File: config.mk
export PLATFORM = sky130hd
export DESIGN_NAME = lock_entry_ctrl
export DESIGN_NICKNAME = d
export VERILOG_FILES = /design/src/rtl/lock_pkg.sv /design/src/rtl/lock_timer.sv /design/src/rtl/lock_entry_ctrl.sv
export SDC_FILE = /design/constraint.sdc
export NUM_CORES = 1
export LEC_CHECK = 0
export BUFFER_PORTS_ARGS = -buffer_cell sky130_fd_sc_hd__buf_4
export CORE_AREA = 2 2 80 82
export DETAILED_ROUTE_END_ITERATION = 10
export DIE_AREA = 0 0 82 84
export PLACE_DENSITY = 0.75
export SKIP_LAST_GASP = 1
export SYNTH_ARGS = -nofsm -noshare
export SYNTH_HDL_FRONTEND = slang
export SYNTH_SLANG_ARGS = --single-unit
File: constraint.sdc
create_clock -name clk -period 2.4 [get_ports clk]
set_input_delay 0 -clock clk [delete_from_list [all_inputs] [get_ports clk]]
set_output_delay 0 -clock clk [all_outputs]
set_load 0.01 [all_outputs]
File: src/rtl/lock_pkg.sv
// Shared constants, key codes and state encoding for the lock entry controller.
package lock_pkg;

  localparam int unsigned DIG_W   = 4;
  localparam int unsigned N_DIG   = 4;
  localparam int unsigned CNT_SAT = 9;

  localparam logic [DIG_W-1:0] KEY_ENTER  = 4'hA;
  localparam logic [DIG_W-1:0] KEY_CLEAR  = 4'hB;
  localparam logic [DIG_W-1:0] KEY_CHANGE = 4'hC;
  localparam logic [DIG_W-1:0] BLANK      = 4'hF;

  typedef enum logic [2:0] {
    ENTRY  = 3'd0,
    CHECK  = 3'd1,
    OPEN   = 3'd2,
    LOCKED = 3'd3,
    SET    = 3'd4
  } state_e;

  function automatic logic is_digit(input logic [DIG_W-1:0] k);
    return k <= 4'd9;
  endfunction

endpackage

File: src/rtl/lock_timer.sv
// Loadable down-counter that stops at zero; shared by the OPEN and LOCKED windows.
module lock_timer #(
  parameter int unsigned TMR_W = 32
) (
  input  logic             clk,
  input  logic             rst_n,
  input  logic             load,
  input  logic [TMR_W-1:0] load_val,
  input  logic             en,
  output logic             zero_c
);

  logic [TMR_W-1:0] cnt_q, cnt_d;

  always_comb begin
    cnt_d = cnt_q;
    if (load) begin
      cnt_d = load_val;
    end else if (en && (cnt_q != '0)) begin
      cnt_d = cnt_q - TMR_W'(1);
    end
  end

  always_ff @(posedge clk or negedge rst_n) begin
    if (!rst_n) cnt_q <= '0;
    else        cnt_q <= cnt_d;
  end

  assign zero_c = (cnt_q == '0);

endmodule

File: src/rtl/lock_entry_ctrl.sv
// Password-entry controller: digit capture, compare, wrong-attempt lockout.
// Define LOCK_PWD_CHANGE_EN to allow changing the password from OPEN.
module lock_entry_ctrl
  import lock_pkg::*;
#(
  parameter logic [15:0] PWD            = 16'h1234,
  parameter int unsigned MAX_WRONG      = 3,
  parameter int unsigned UNLOCK_CYCLES  = 100_000_000,
  parameter int unsigned LOCKOUT_CYCLES = 500_000_000,
  parameter int unsigned TMR_W          = 32
) (
  input  logic             clk,
  input  logic             rst_n,
  input  logic             key_valid,
  input  logic [DIG_W-1:0] key_code,
  output logic [DIG_W-1:0] seg_1,
  output logic [DIG_W-1:0] seg_2,
  output logic [DIG_W-1:0] seg_3,
  output logic [DIG_W-1:0] seg_4,
  output logic [3:0]       count_wrong,
  output logic             unlock,
  output logic             alarm,
  output logic             busy
);

  state_e           state_q, state_d;
  logic [DIG_W-1:0] dig_q [N_DIG];
  logic [DIG_W-1:0] dig_d [N_DIG];
  logic [2:0]       n_q, n_d;
  logic [3:0]       cw_q, cw_d;
  logic             unlock_q, alarm_q, busy_q;
  logic [15:0]      pwd;
  logic [15:0]      entered;
  logic             key_digit;
  logic             tmr_load, tmr_en, tmr_zero;
  logic [TMR_W-1:0] tmr_val;

`ifdef LOCK_PWD_CHANGE_EN
  logic [15:0] pwd_q, pwd_d;

  always_ff @(posedge clk or negedge rst_n) begin
    if (!rst_n) pwd_q <= PWD;
    else        pwd_q <= pwd_d;
  end
  assign pwd = pwd_q;
`else
  assign pwd = PWD;
`endif

  assign entered   = {dig_q[0], dig_q[1], dig_q[2], dig_q[3]};
  assign key_digit = key_valid && is_digit(key_code);

  lock_timer #(.TMR_W(TMR_W)) u_timer (
    .clk      (clk),
    .rst_n    (rst_n),
    .load     (tmr_load),
    .load_val (tmr_val),
    .en       (tmr_en),
    .zero_c   (tmr_zero)
  );

  // Next-state, digit buffer, attempt counter and timer control.
  always_comb begin
    state_d  = state_q;
    dig_d    = dig_q;
    n_d      = n_q;
    cw_d     = cw_q;
    tmr_load = 1'b0;
    tmr_val  = '0;
    tmr_en   = 1'b0;
`ifdef LOCK_PWD_CHANGE_EN
    pwd_d    = pwd_q;
`endif
    case (state_q)
`ifdef LOCK_PWD_CHANGE_EN
      ENTRY, SET: begin
`else
      ENTRY: begin
`endif
        if (key_digit && (n_q < 3'd4)) begin
          dig_d[n_q[1:0]] = key_code;
          n_d             = n_q + 3'd1;
        end else if (key_valid && (key_code == KEY_CLEAR)) begin
          dig_d = '{default: BLANK};
          n_d   = '0;
        end else if (key_valid && (key_code == KEY_ENTER) && (n_q == 3'd4)) begin
`ifdef LOCK_PWD_CHANGE_EN
          if (state_q == SET) begin
            pwd_d   = entered;
            dig_d   = '{default: BLANK};
            n_d     = '0;
            state_d = ENTRY;
          end else begin
            state_d = CHECK;
          end
`else
          state_d = CHECK;
`endif
        end
      end
      CHECK: begin
        dig_d = '{default: BLANK};
        n_d   = '0;
        if (entered == pwd) begin
          cw_d     = '0;
          state_d  = OPEN;
          tmr_load = 1'b1;
          tmr_val  = TMR_W'(UNLOCK_CYCLES - 1);
        end else begin
          cw_d = (cw_q >= 4'(CNT_SAT)) ? 4'(CNT_SAT) : cw_q + 4'd1;
          if (cw_d == 4'(MAX_WRONG)) begin
            state_d  = LOCKED;
            tmr_load = 1'b1;
            tmr_val  = TMR_W'(LOCKOUT_CYCLES - 1);
          end else begin
            state_d = ENTRY;
          end
        end
      end
      OPEN: begin
        tmr_en = 1'b1;
`ifdef LOCK_PWD_CHANGE_EN
        if (key_valid && (key_code == KEY_CHANGE)) begin
          tmr_en  = 1'b0;
          state_d = SET;
        end else if (tmr_zero) begin
          state_d = ENTRY;
        end
`else
        if (tmr_zero) state_d = ENTRY;
`endif
      end
      LOCKED: begin
        tmr_en = 1'b1;
        if (tmr_zero) begin
          cw_d    = '0;
          state_d = ENTRY;
        end
      end
      default: state_d = ENTRY;
    endcase
  end

  // Status outputs are decoded from the next state so they align with it.
  always_ff @(posedge clk or negedge rst_n) begin
    if (!rst_n) begin
      state_q  <= ENTRY;
      dig_q    <= '{default: BLANK};
      n_q      <= '0;
      cw_q     <= '0;
      unlock_q <= 1'b0;
      alarm_q  <= 1'b0;
      busy_q   <= 1'b0;
    end else begin
      state_q  <= state_d;
      dig_q    <= dig_d;
      n_q      <= n_d;
      cw_q     <= cw_d;
      unlock_q <= (state_d == OPEN) || (state_d == SET);
      alarm_q  <= (state_d == LOCKED);
      busy_q   <= (state_d == CHECK) || (state_d == OPEN) || (state_d == LOCKED);
    end
  end

  assign seg_1       = dig_q[0];
  assign seg_2       = dig_q[1];
  assign seg_3       = dig_q[2];
  assign seg_4       = dig_q[3];
  assign count_wrong = cw_q;
  assign unlock      = unlock_q;
  assign alarm       = alarm_q;
  assign busy        = busy_q;

endmodule

# After elaboration in Yosys (flattened, before gate mapping)
# Cells that the tools add are included.
# Widths: inputs -> output; s select.
[totals]
regBits = 61
[classes]
order_cmp = 5
reduce_logical = 19
bitwise_logic = 1
eq_ne = 14
n_addsub = 3
mux = 29
[op_table]
columns = ["op", "n"]
rows = [
  ["$mux 29", 3],
  ["$mux 32", 2],
  ["$logic_not 32->1", 1],
  ["$mux 16", 2],
  ["$pmux 16 s2", 1],
  ["$reduce_bool 32->1", 1],
  ["$sub 32x1->32 const B", 1],
  ["$mux 3", 6],
  ["$bwmux 16", 1],
  ["$eq 16x13->1 const B", 1],
  ["$mux 4", 4],
  ["$eq 3x2->1 const B", 4],
  ["$pmux 3 s3", 1],
  ["$demux 4 s2", 1],
  ["$eq 4x4->1 const B", 2],
  ["$pmux 4 s2", 1],
  ["$logic_and 1x1->1", 7],
  ["$eq 3x1->1 const B", 2],
  ["$eq 3x3->1 const B", 2],
  ["$pmux 3 s2", 1],
  ["$reduce_bool 2->1", 3],
  ["$add 4x1->4 const B", 1],
  ["$eq 4x2->1 const B", 1],
  ["$ge 4x4->1 const B", 1],
  ["other kinds (14)", 21],
]

# Longest topological paths before layout
# Gate-level depths: netlist (run 1).
[depth]
ltp_word = 10
depth_mapped = 10

# By module
# A second synthesis (run 1) with hierarchy kept.
[hier_totals]
hier_cells = 359
area_unflattened_um2 = 3619.7
[modules_own_cells]
columns = ["module", "seq_area_each_um2", "area_per_inst_um2", "n_inst", "cells_per_inst"]
rows = [
  ["lock_timer", 800.8, 2067.0, 1, 234],
  ["lock_entry_ctrl", 745.7, 1552.7, 1, 125],
]

# Least setup slack after synthesis (run 1)
# No wires, ideal clock.
[synth_timing]
kind = "register -> register"
start = "register u_timer.cnt_q[11]"
end = "register u_timer.cnt_q[8]"
stages_incl_launch_ff = 10
t_arrival_ns = 2.350
setup_slack_ns = -0.094
synth_period_minus_slack_ns = 2.494
cell_sequence = "dfrtp_1 or4_4 or4_4 buf_6 o31a_1 buf_6 buf_8 nand2_1 xor2_1 nor2_1"
[synth_via]
elab_chain_len = 3
[synth_rtl]
columns = ["item", "line_no", "source"]
rows = [
  ["start: declaration", "lock_timer.sv:13", "logic [TMR_W-1:0] cnt_q, cnt_d;"],
  ["start signal: assignment", "lock_timer.sv:26", "else cnt_q <= cnt_d;"],
  ["$reduce_bool 32->1", "lock_timer.sv:19", "end else if (en && (cnt_q != '0)) begin"],
  ["$logic_and 1x1->1", "lock_timer.sv:19", ""],
  ["$reduce_bool 2->1 (no source line)", "n/a", ""],
]
# Every way passes these cells.
# A chain may end at the register's enable or synchronous reset.

# Final worst setup path (run 1)
[layout_timing]
start = "register u_timer.cnt_q[15]"
end = "register u_timer.cnt_q[17]"
[layout_via]
elab_chain_len = 3
word_cells_on_any_way = 6
[layout_rtl]
columns = ["item", "line_no"]
rows = [
  ["$sub 32x1->32 or $reduce_bool 32->1 (tied branches)", "lock_timer.sv:20, lock_timer.sv:19"],
  ["$mux 32 or $logic_and 1x1->1 (tied branches)", "lock_timer.sv:19"],
  ["$mux 32 or $reduce_bool 2->1 (tied branches)", "n/a"],
]
# Parallel ways exist; a longest one is shown, timed or not. The select of a mux whose other input is x is not followed.

==> summary.txt, run 1 <==
Global routing
  • Overflow after GRT: 0
  • Initial antenna violation count: 0
  • Total track usage: 23.0%
  • Largest net degree at the start of global routing: 62
  • Vias in the first global route: 2,645
  • First-pass GRT wire length: 12,200 um

Worst setup path
  • Critical Path RT: 2.65 ns
  • Crit path DAT: 2.69 ns
  • Setup crit end kind: flop
  • Category of the most critical setup path: flop to flop
  • Worst setup path startpoint: u_timer.cnt_q[15]
  • End of the critical path: u_timer.cnt_q[17]
  • Reg2Reg Launch Point: u_timer.cnt_q[15]
  • Worst r2r path cells: 7
  • Worst Setup Start Kind: flop
  • Crit path max fanout: 5
  • FF-to-FF End: u_timer.cnt_q[17]
  • R2R setup slack: -0.04 ns

Floorplan
  • DIE HEIGHT: 84 um
  • IO Count: 30
  • Starting Density: 51.5%
  • Full die area: 6890 sq um
  • Die Width: 82 um
  • FP Rows: 29
  • Core area: 6100 sq um

Logic synthesis
  • Register area share after synthesis: 49.2%
  • Avg Inst Size Synth: 9.73 sq um
  • Netlist Area Pre-Place: 3140 sq um
  • Distinct cells, synth: 52
  • Asr flop ratio synth: 100%
  • Seq cells post-synth: 61
  • Ys flop type: dfrtp_1
  • Yosys warnings: 0
  • Number of flops mapped to enable cells by yosys: 0
  • Syn Nets: 339
  • Gate Count Post-Synth: 323

Pwr
  • Worst vdd ir: 0.334 mV
  • Total power after layout: 2.28 mW
  • Power Dens Cells: 590 nW/um^2
  • Leak: 1.85 nW

STA
  • RSZ-0062 raised after global routing: yes
  • Hold Fails Final Rpt: 0
  • Slew @ Worst Pin: 0.753 ns
  • Max Slew Vio Count: 0
  • Slew HR: 49.8%
  • Worst setup margin: -0.0423 ns
  • Fmax: 0.409 GHz
  • Final clock period utilization by the worst path: 102%
  • Period minus WS final: 2.44 ns
  • Setup violators final: 5
  • Clock Skews: 0.0144 ns

Drt
  • Vias per inst: 5.71
  • DRT iter0 DRCs: 218
  • Post-route ant nets: 0
  • Detailed Routing Iterations Pass 1: 4
  • Vias: 2,637
  • WL/cell: 16.2 um
  • Drt drc: 0
  • Drt total wl: 7470 um

Place
  • Dpl cells: 439
  • Post-DP HPWL: 5120 um
  • Dpl cell area: 3550 sq um
  • PortBufs: 29
  • GPL Wtd Cong: 0.854

Status
  • Status: finished, violations left
  • Failing checks: negative setup slack

Clock network
  • Clock latency on the worst-skew pair: 0.34 ns
  • H-tree Lvls: 3
  • CTS tree: yes
  • Sink Count: 61
  • Max Root-Sink Buffers: 2
  • CTS buffer count: 9
  • Clock root cell: clkbuf_8
  • Clk pin slew, worst setup/hold paths: 0.07 ns

Hold path
  • Hold crit path type: input port to flop
  • Hold path cells: 3

Layout
  • Commonest non-fill, non-tap cells in the layout: 49 x nor2_1, 48 x buf_4, 45 x dfrtp_1
  • Layout area overhead: 23.2%
  • Fillers: 487
  • Post-Layout Inst Area: 3870 sq um
  • ANT cells: 0
  • Commonest non-fill, non-tap cell in the layout: nor2_1
  • Share of layout cells above drive strength 1: 27.8%
  • # nets final: 396
  • Post-Layout Cell Count: 462

Run
  • Max Cap Viol: 0
## how the worst min path moves through the flow
stage	from	endpoint	slack, ns
finish	key_code[3]	seg_2[3]	0.03
global placement	rst_n	count_wrong[0]	0.12
CTS	key_code[1]	seg_2[1]	0.03
detailed placement	rst_n	count_wrong[2]	0.12
floorplan	rst_n	alarm	-0.30
global route	key_code[1]	seg_2[1]	0.03
## repair_timing
item | in CTS | in global routing
buffers inserted | 0 | 5
endpoints found under the setup margin | 8 | 21
cloned | 1 | 0
pin swaps | 2 | 0
hold buffers | 1 | 0
endpoints found under the hold margin | 45 | 0
resized for setup | 1 | 11
## state kept, by name, indices dropped and copies added, names as in the netlist
register       count
count_wrong        4
seg_1              4
busy               1
seg_4              4
n_q                3
seg_2              4
state_q            3
u_timer.cnt_q     32
alarm              1
unlock             1
seg_3              4
## report_power, final
part | switching, mW | leakage (nW) | internal (mW) | total [mW]
registers | 0.0353 | 0.794 | 1.09 | 1.13
logic | 0.123 | 0.955 | 0.0946 | 0.217
clock network | 0.396 | 0.106 | 0.540 | 0.937
## cells in the mapped netlist, types with 3 or more instances
cell type | n | share of area (%)
o21a_1 | 4 | 0.96
o211ai_1 | 3 | 0.72
and3_2 | 3 | 0.72
inv_1 | 8 | 0.96
nor4b_1 | 3 | 0.84
dfstp_2 | 16 | 13
xnor2_1 | 14 | 3.9
o21ai_0 | 16 | 2.5
dfrtp_1 | 45 | 36
nand3_1 | 13 | 2.1
or2_2 | 3 | 0.60
nand4_1 | 5 | 1.0
nor3_1 | 9 | 1.4
a21oi_1 | 30 | 4.8
ha_1 | 9 | 3.6
nor2_1 | 49 | 5.9
nor3b_1 | 3 | 0.72
nand3_2 | 4 | 1.3
nor4_1 | 10 | 2.0
xor2_1 | 7 | 2.0
nand2_1 | 27 | 3.2
## layer usage
layer  vias to the layer above  global-route usage (%)  part of all wire [%]
met5                         -                       0                     0
met4                         0                    9.09                   2.0
met3                        13                    6.49                   4.1
met2                        70                    36.9                    50
met1                      1291                    28.9                    44
li1                       1263                       -                     -
## cells by family after synthesis
family	synth area share, %
compound gates	13.1
xor+xnor	5.85
fa+ha+maj	3.58
buf+inv	2.79
flops	49.2
mux	0.677
other cells	0.119
simple gates	24.7
## critical path: stages, from the launching register on
cell     delay, ns
dfrtp_1       0.40
or4_4         0.53
or4_4         0.55
o31a_1        0.29
buf_4         0.17
nand3_1       0.10
o21ai_0       0.09
a21oi_1       0.22
## area by class of cell
type / count / area (sq um) / area share [%]
Clock buffer: 12 / 156 / 4.04
Multi-Input combinational cell: 247 / 1550 / 40.2
Timing Repair Buffer: 53 / 440 / 11.4
Tap cell: 77 / 96.3 / 2.49
Clock inverter: 4 / 46.3 / 1.20
Sequential cell: 61 / 1550 / 40.0
Inverter: 8 / 30.0 / 0.776
## stage by stage
stage / utilization [%] / setup WS, ns / hold WS (ns) / setup TNS, ns
finish: 63.5 / -0.0423 / 0.0331 / -0.0879
global route: 63.5 / -0.0995 / 0.0337 / -0.910
CTS: 62.3 / -0.0346 / 0.0312 / -0.114
detailed placement: 58.2 / -0.0397 / 0.121 / -0.101
global placement: 58.2 / 0.0181 / 0.117 / 0
floorplan: - / -0.0160 / -0.296 / -0.0447
Note: power is estimated with default switching activity, not from simulation.
==> inputs of run 2 (changes only) <==
--- a/config.mk
+++ b/config.mk
@@ -16 +16,2 @@
 export SYNTH_SLANG_ARGS = --single-unit
+export TNS_END_PERCENT = 30
==> constraint.sdc (replaced) <==
create_clock -name clk -period 2.4 [get_ports clk]
set_input_delay 0.24 -clock clk [delete_from_list [all_inputs] [get_ports clk]]
set_output_delay 0.24 -clock clk [all_outputs]
set_load 0.02 [all_outputs]
==> summary.txt, run 2 (synthesis gave the netlist of run 1 again) <==
Layout
  • Max FFs per register: 32 (unchanged)
  • Commonest non-fill, non-tap cells in the layout: 48 x nor2_1, 48 x buf_4, 45 x dfrtp_1
  • Layout area overhead: 23.6%
  • Post-Layout Cell Count: 462 (unchanged)
  • Share of layout cells above drive strength 1: 28.1% (+0.26 points)
  • Post-Layout Inst Area: 3880 sq um (+0.32%)
  • # nets final: 396 (unchanged)
  • ANT cells: 0 (unchanged)
  • Reg with most FFs: u_timer.cnt_q

Pwr
  • Net Sw Frac: 25.0% (+0.70 points)
  • Leak: 1.86 nW (+0.20%)
  • Power Dens Cells: 594 nW/um^2 (+0.72%)
  • Worst vdd ir: 0.341 mV (+2.3%)
  • Psw: 0.576 mW (+4.0%)
  • Combinational power share: 10.7% (+1.2 points)
  • Clock Power Share: 40.4% (-0.6 points)
  • Sequential Power Share: 48.9% (-0.6 points)
  • Internal cell power: 1.73 mW (+0.10%)

Worst setup path
  • Crit path max fanout: 11 (+6)
  • Worst Setup Start Kind: flop
  • Setup crit end kind: flop
  • Crit path DAT: 2.66 ns (-0.03 ns)
  • Reg2Reg Launch Point: u_timer.cnt_q[14]
  • Critical Path RT: 2.62 ns (-0.03 ns)
  • Worst path slowest cell: or4_4
  • FF-to-FF End: busy
  • Worst path bufs/invs: 1 (unchanged)
  • R2R setup slack: -0.04 ns (about the same)
  • Worst path cell trace: or4_4 > or4_4 > o31ai_4 > buf_12 > nand2_2 > or2_1
  • Critical path's largest stage delay: 0.55 ns (about the same)
  • Critical path's most frequent cell: or4_4
  • Category of the most critical setup path: flop to flop
  • Delay-heaviest family, CP: simple AND/OR/NAND/NOR gates
  • Worst r2r path cells: 6 (-1)

Hold path
  • Hold Startpoint: key_code[1]
  • Endpoint, Worst Hold: seg_1[1]
  • Hold path cells: 3 (unchanged)
  • Hold crit path type: input port to flop

Clock network
  • Clock latency on the worst-skew pair: 0.34 ns (about the same)
  • Clock root cell: clkbuf_8
  • Max Root-Sink Buffers: 2 (unchanged)
  • H-tree Lvls: 3 (unchanged)
  • CTS buffer count: 9 (unchanged)
  • Sink Count: 61 (unchanged)
  • CTS tree: yes
  • Clk pin slew, worst setup/hold paths: 0.07 ns (about the same)

STA
  • Clock Skews: 0.0192 ns (+0.00476 ns)
  • Worst setup margin: -0.0378 ns (+0.00451 ns)
  • Setup_tns: -0.148 ns (-0.0602 ns)
  • Hold Fails Final Rpt: 0 (unchanged)
  • RSZ-0062 raised after global routing: yes
  • Period minus WS final: 2.44 ns (-0.00451 ns)
  • Fmax: 0.410 GHz (+0.18%)
  • Slew @ Worst Pin: 0.744 ns (-0.00811 ns)
  • Max Slew Vio Count: 0 (unchanged)
  • Slew HR: 50.4% (+0.54 points)
  • Setup violators final: 10 (+5)
  • Final clock period utilization by the worst path: 102% (-0.19 points)

Floorplan
  • Starting Density: 51.5% (unchanged)
  • FP Rows: 29 (unchanged)
  • Core area: 6100 sq um (unchanged)
  • Die Width: 82 um (unchanged)
  • Full die area: 6890 sq um (unchanged)
  • IO Count: 30 (unchanged)
  • DIE HEIGHT: 84 um (unchanged)

Status
  • Failing checks: negative setup slack
  • Status: finished, violations left

Place
  • Post-Place Setup Slack: -0.0281 ns (+0.0116 ns)
  • Post-DP HPWL: 4810 um (-6.1%)
  • PortBufs: 29 (unchanged)
  • Dpl cells: 440 (+0.23%)
  • GPL Wtd Cong: 0.891 (+4.3%)
  • Dpl cell area: 3550 sq um (+0.21%)

Global routing
  • Initial antenna violation count: 0 (unchanged)
  • Total track usage: 21.6% (-1.4 points)
  • Largest net degree at the start of global routing: 62 (unchanged)
  • Vias in the first global route: 2,499 (-5.5%)
  • First-pass GRT wire length: 11,500 um (-5.7%)
  • Overflow after GRT: 0 (unchanged)

Drt
  • DRT iter0 DRCs: 184 (-16%)
  • Detailed Routing Iterations Pass 1: 4 (unchanged)
  • Drt drc: 0 (unchanged)
  • WL/cell: 15.3 um (-5.2%)
  • Vias: 2,661 (+0.91%)
  • Drt total wl: 7090 um (-5.2%)
  • Post-route ant nets: 0 (unchanged)
  • Vias per inst: 5.76 (+0.91%)

Run
  • Max Cap Viol: 0 (unchanged)
-- run 2: cell counts in the layout (fill, tap and decap cells not counted) --
No cell type changed its count.
-- run 2: stage by stage --
stage	power, mW	utilization (%)	hold WS, ns
6_report	2.31	63.7	0.262
5_1_grt	2.40	63.7	0.274
2_1_floorplan	1.28	-	-0.0556
3_3_place_gp	1.38	58.3	0.352
3_5_place_dp	1.39	58.3	0.360
4_1_cts	2.32	62.5	0.255
-- run 2: per-layer routing --
metal  global-route usage (%)  up-vias  wire length [um]
li1                         -     1271                 -
met1                     29.3     1309              3200
met2                     33.0       70              3440
met3                     5.84       11               332
met4                     7.58        0               112
met5                        0        -                 0
-- run 2: worst max-delay path by stage --
stage | start | endpoint | slack, ns | cells after the start
after floorplan | u_timer.cnt_q[14] | u_timer.cnt_q[16] | -0.02 | 9
after global placement | u_timer.cnt_q[14] | busy | 0.01 | 6
after detailed placement | u_timer.cnt_q[14] | busy | -0.03 | 6
after CTS | u_timer.cnt_q[9] | u_timer.cnt_q[26] | -0.02 | 7
after global routing | u_timer.cnt_q[14] | u_timer.cnt_q[22] | -0.12 | 8
final | u_timer.cnt_q[14] | busy | -0.04 | 6
-- run 2: worst min-delay path, stage by stage --
cell     delay, ns
buf_4         0.09
nor2_1        0.09
a21oi_1       0.15
-- run 2: repair_timing --
action                                 in CTS  in global routing
endpoints found under the hold margin      20                  0
hold buffers                                1                  0
cloned                                      1                  0
resized for setup                           1                 13
setup endpoints to repair                   8                 27
pin swaps                                   2                  5
buffers inserted                            1                  3
-- run 2: cell type report --
class	count	area, sq um
flip-flops and latches	61	1550
repair buffers	53	440
clock buffers	12	156
clock inverters	4	46.3
inverters	8	30.0
fillers	493	2210
multi-input cells	247	1570
well taps	77	96.3
-- run 2: power by group through the flow --
stage,clock network (mW),registers [mW],logic (mW)
final,0.932,1.13,0.248
after global routing,0.999,1.13,0.272
after CTS,0.947,1.13,0.248
after floorplan,0,1.18,0.0940
after detailed placement,0,1.15,0.246
after global placement,0,1.14,0.239
==> inputs of run 3 (changes only) <==
CORE_AREA = 2 2 79 81   (was 2 2 80 82)
CTS_BUF_LIST = sky130_fd_sc_hd__clkbuf_4   (was default)
DIE_AREA = 0 0 81 83   (was 0 0 82 84)
PLACE_DENSITY = 0.76   (was 0.75)
==> summary.txt, run 3 (synthesis gave the netlist of run 1 again) <==
Hold path
  • Hold Startpoint: key_code[1]
  • Hold crit path type: input port to flop

Drt
  • Drt total wl: 7320 um (+3.3%)
  • Vias per inst: 5.84 (+1.4%)
  • DRT iter0 DRCs: 207 (+13%)
  • Vias: 2,680 (+0.71%)
  • Drt drc: 0 (unchanged)
  • Post-route ant nets: 0 (unchanged)
  • Detailed Routing Iterations Pass 1: 4 (unchanged)
  • WL/cell: 16.0 um (+4.0%)

Floorplan
  • Starting Density: 54.0% (+2.5 points)
  • FP Rows: 28 (-3.4%)
  • Core area: 5820 sq um (-4.6%)
  • Die Width: 81 um (-1.2%)
  • IO Count: 30 (unchanged)
  • DIE HEIGHT: 83 um (-1.2%)
  • Full die area: 6720 sq um (-2.4%)

STA
  • Clock Skews: 0.0213 ns (+0.00218 ns)
  • Slew @ Worst Pin: 0.747 ns (+0.00285 ns)
  • Slew HR: 50.2% (-0.19 points)
  • Final clock period utilization by the worst path: 100% (-1.3 points)
  • Period minus WS final: 2.41 ns (-0.0322 ns)
  • Setup_tns: -0.00953 ns (+0.139 ns)
  • Max Slew Vio Count: 0 (unchanged)
  • Worst setup margin: -0.00554 ns (+0.0322 ns)
  • Hold WS: 0.198 ns (-0.0637 ns)
  • Setup violators final: 2 (-8)
  • Hold Fails Final Rpt: 0 (unchanged)
  • RSZ-0062 raised after global routing: yes
  • Fmax: 0.416 GHz (+1.3%)

Place
  • Post-Place Setup Slack: -0.0573 ns (-0.0292 ns)
  • Post-DP HPWL: 5180 um (+7.8%)
  • GPL Wtd Cong: 0.861 (-3.4%)
  • PortBufs: 29 (unchanged)

Worst setup path
  • Crit path DAT: 2.74 ns (+0.08 ns)
  • Worst Setup Start Kind: flop
  • Setup crit end kind: flop
  • Critical Path RT: 2.73 ns (+0.11 ns)
  • Worst setup path startpoint: u_timer.cnt_q[14]
  • Crit path max fanout: 8 (-3)
  • Category of the most critical setup path: flop to flop
  • Reg2Reg Launch Point: u_timer.cnt_q[14]

Layout
  • Share of layout cells above drive strength 1: 27.6% (-0.45 points)
  • ANT cells: 0 (unchanged)
  • Layout area overhead: 18.8%
  • Commonest non-fill, non-tap cells in the layout: 49 x nor2_1, 49 x buf_4, 45 x dfrtp_1
  • Reg with most FFs: u_timer.cnt_q
  • Fillers: 487 (-1.2%)
  • Max FFs per register: 32 (unchanged)
  • # nets final: 395 (-0.25%)
  • Area of the multi-input gates: 1560 sq um (-0.56%)
  • FF+latch area: 1550 sq um (unchanged)
  • Layout Utilization: 64.2% (+0.49 points)

Clock network
  • Clk pin slew, worst setup/hold paths: 0.11 ns (+0.04 ns)
  • CTS buffer count: 9 (unchanged)
  • H-tree Lvls: 3 (unchanged)
  • Clock latency on the worst-skew pair: 0.41 ns (+0.07 ns)
  • Sink Count: 61 (unchanged)
  • Max Root-Sink Buffers: 2 (unchanged)
  • Clock root cell: clkbuf_4
  • CTS tree: yes

Status
  • Status: finished, violations left
  • Failing checks: negative setup slack

Global routing
  • Total track usage: 23.5% (+1.9 points)
  • Initial antenna violation count: 0 (unchanged)
  • Largest net degree at the start of global routing: 62 (unchanged)
  • First-pass GRT wire length: 12,200 um (+6.3%)
  • Overflow after GRT: 0 (unchanged)
  • Vias in the first global route: 2,654 (+6.2%)

Pwr
  • Total power after layout: 1.97 mW (-14%)
  • Power Dens Cells: 529 nW/um^2 (-11%)
  • Leak: 1.80 nW (-3.2%)
  • Worst vdd ir: 0.281 mV (-18%)

Run
  • Max Cap Viol: 0 (unchanged)
## run 3: cell types whose count changed in the layout (fill, tap and decap cells not counted), sizes merged
cell,before,now
clkinv,2,4
inv,9,10
bufinv,1,0
clkbuf,12,10
buf,52,51
## run 3: through the flow
step                area (sq um)  instances
detailed placement          3560        441
CTS                         3700        459
global placement            3560        441
finish                      3730        459
floorplan                   3150        323
global route                3730        459
## run 3: what timing repair did
action                                  CTS  global route
endpoints found under the hold margin    45             0
gates resized for setup                   2             9
hold buffers                              1             0
pin swaps                                 2             4
endpoints found under the setup margin   16            30
buffers inserted                          1             0
## run 3: metal layers
| metal | track usage, % | routed length [um] | part of all wire (%) |
|---|---|---|---|
| met3 | 5.54 | 361 | 4.9 |
| met1 | 30.1 | 3110 | 42 |
| met4 | 10.5 | 213 | 2.9 |
| met5 | 0 | 0 | 0 |
| met2 | 37.6 | 3640 | 50 |
## run 3: final cells by class
cell class / instances / area share, %
Clock buffer: 10 / 2.01
Clock inverter: 6 / 0.771
Inverter: 8 / 0.805
Multi-Input combinational cell: 247 / 41.7
Sequential cell: 61 / 41.4
Tap cell: 75 / 2.51
Timing Repair Buffer: 52 / 10.7
## run 3: worst max-delay path, stage by stage, from the launching register on
cell	delay (ns)
dfrtp_1	0.40
or4_4	0.54
or4_4	0.55
o31ai_4	0.26
buf_4	0.21
nor4_1	0.06
xnor2_1	0.13
o21ai_0	0.17
## run 3: power by group
part / internal [mW] / switching, mW / total [mW] / leakage (nW)
clock: 0.214 / 0.379 / 0.593 / 0.0635
combinational: 0.0966 / 0.154 / 0.251 / 0.941
sequential: 1.09 / 0.0361 / 1.13 / 0.794
## run 3: path summary, 6_finish.rpt
kind | to | slack (ns) | cells past startpoint
worst max-delay path | u_timer.cnt_q[20] | -0.006 | 7
worst min-delay path | seg_4[1] | 0.20 | 3
worst max register to register | u_timer.cnt_q[20] | -0.006 | 7
worst min register to register | seg_1[3] | 0.52 | 2
max in group asynchronous | u_timer.cnt_q[4] | 1.46 | 2
min in group asynchronous | count_wrong[0] | 0.42 | 2
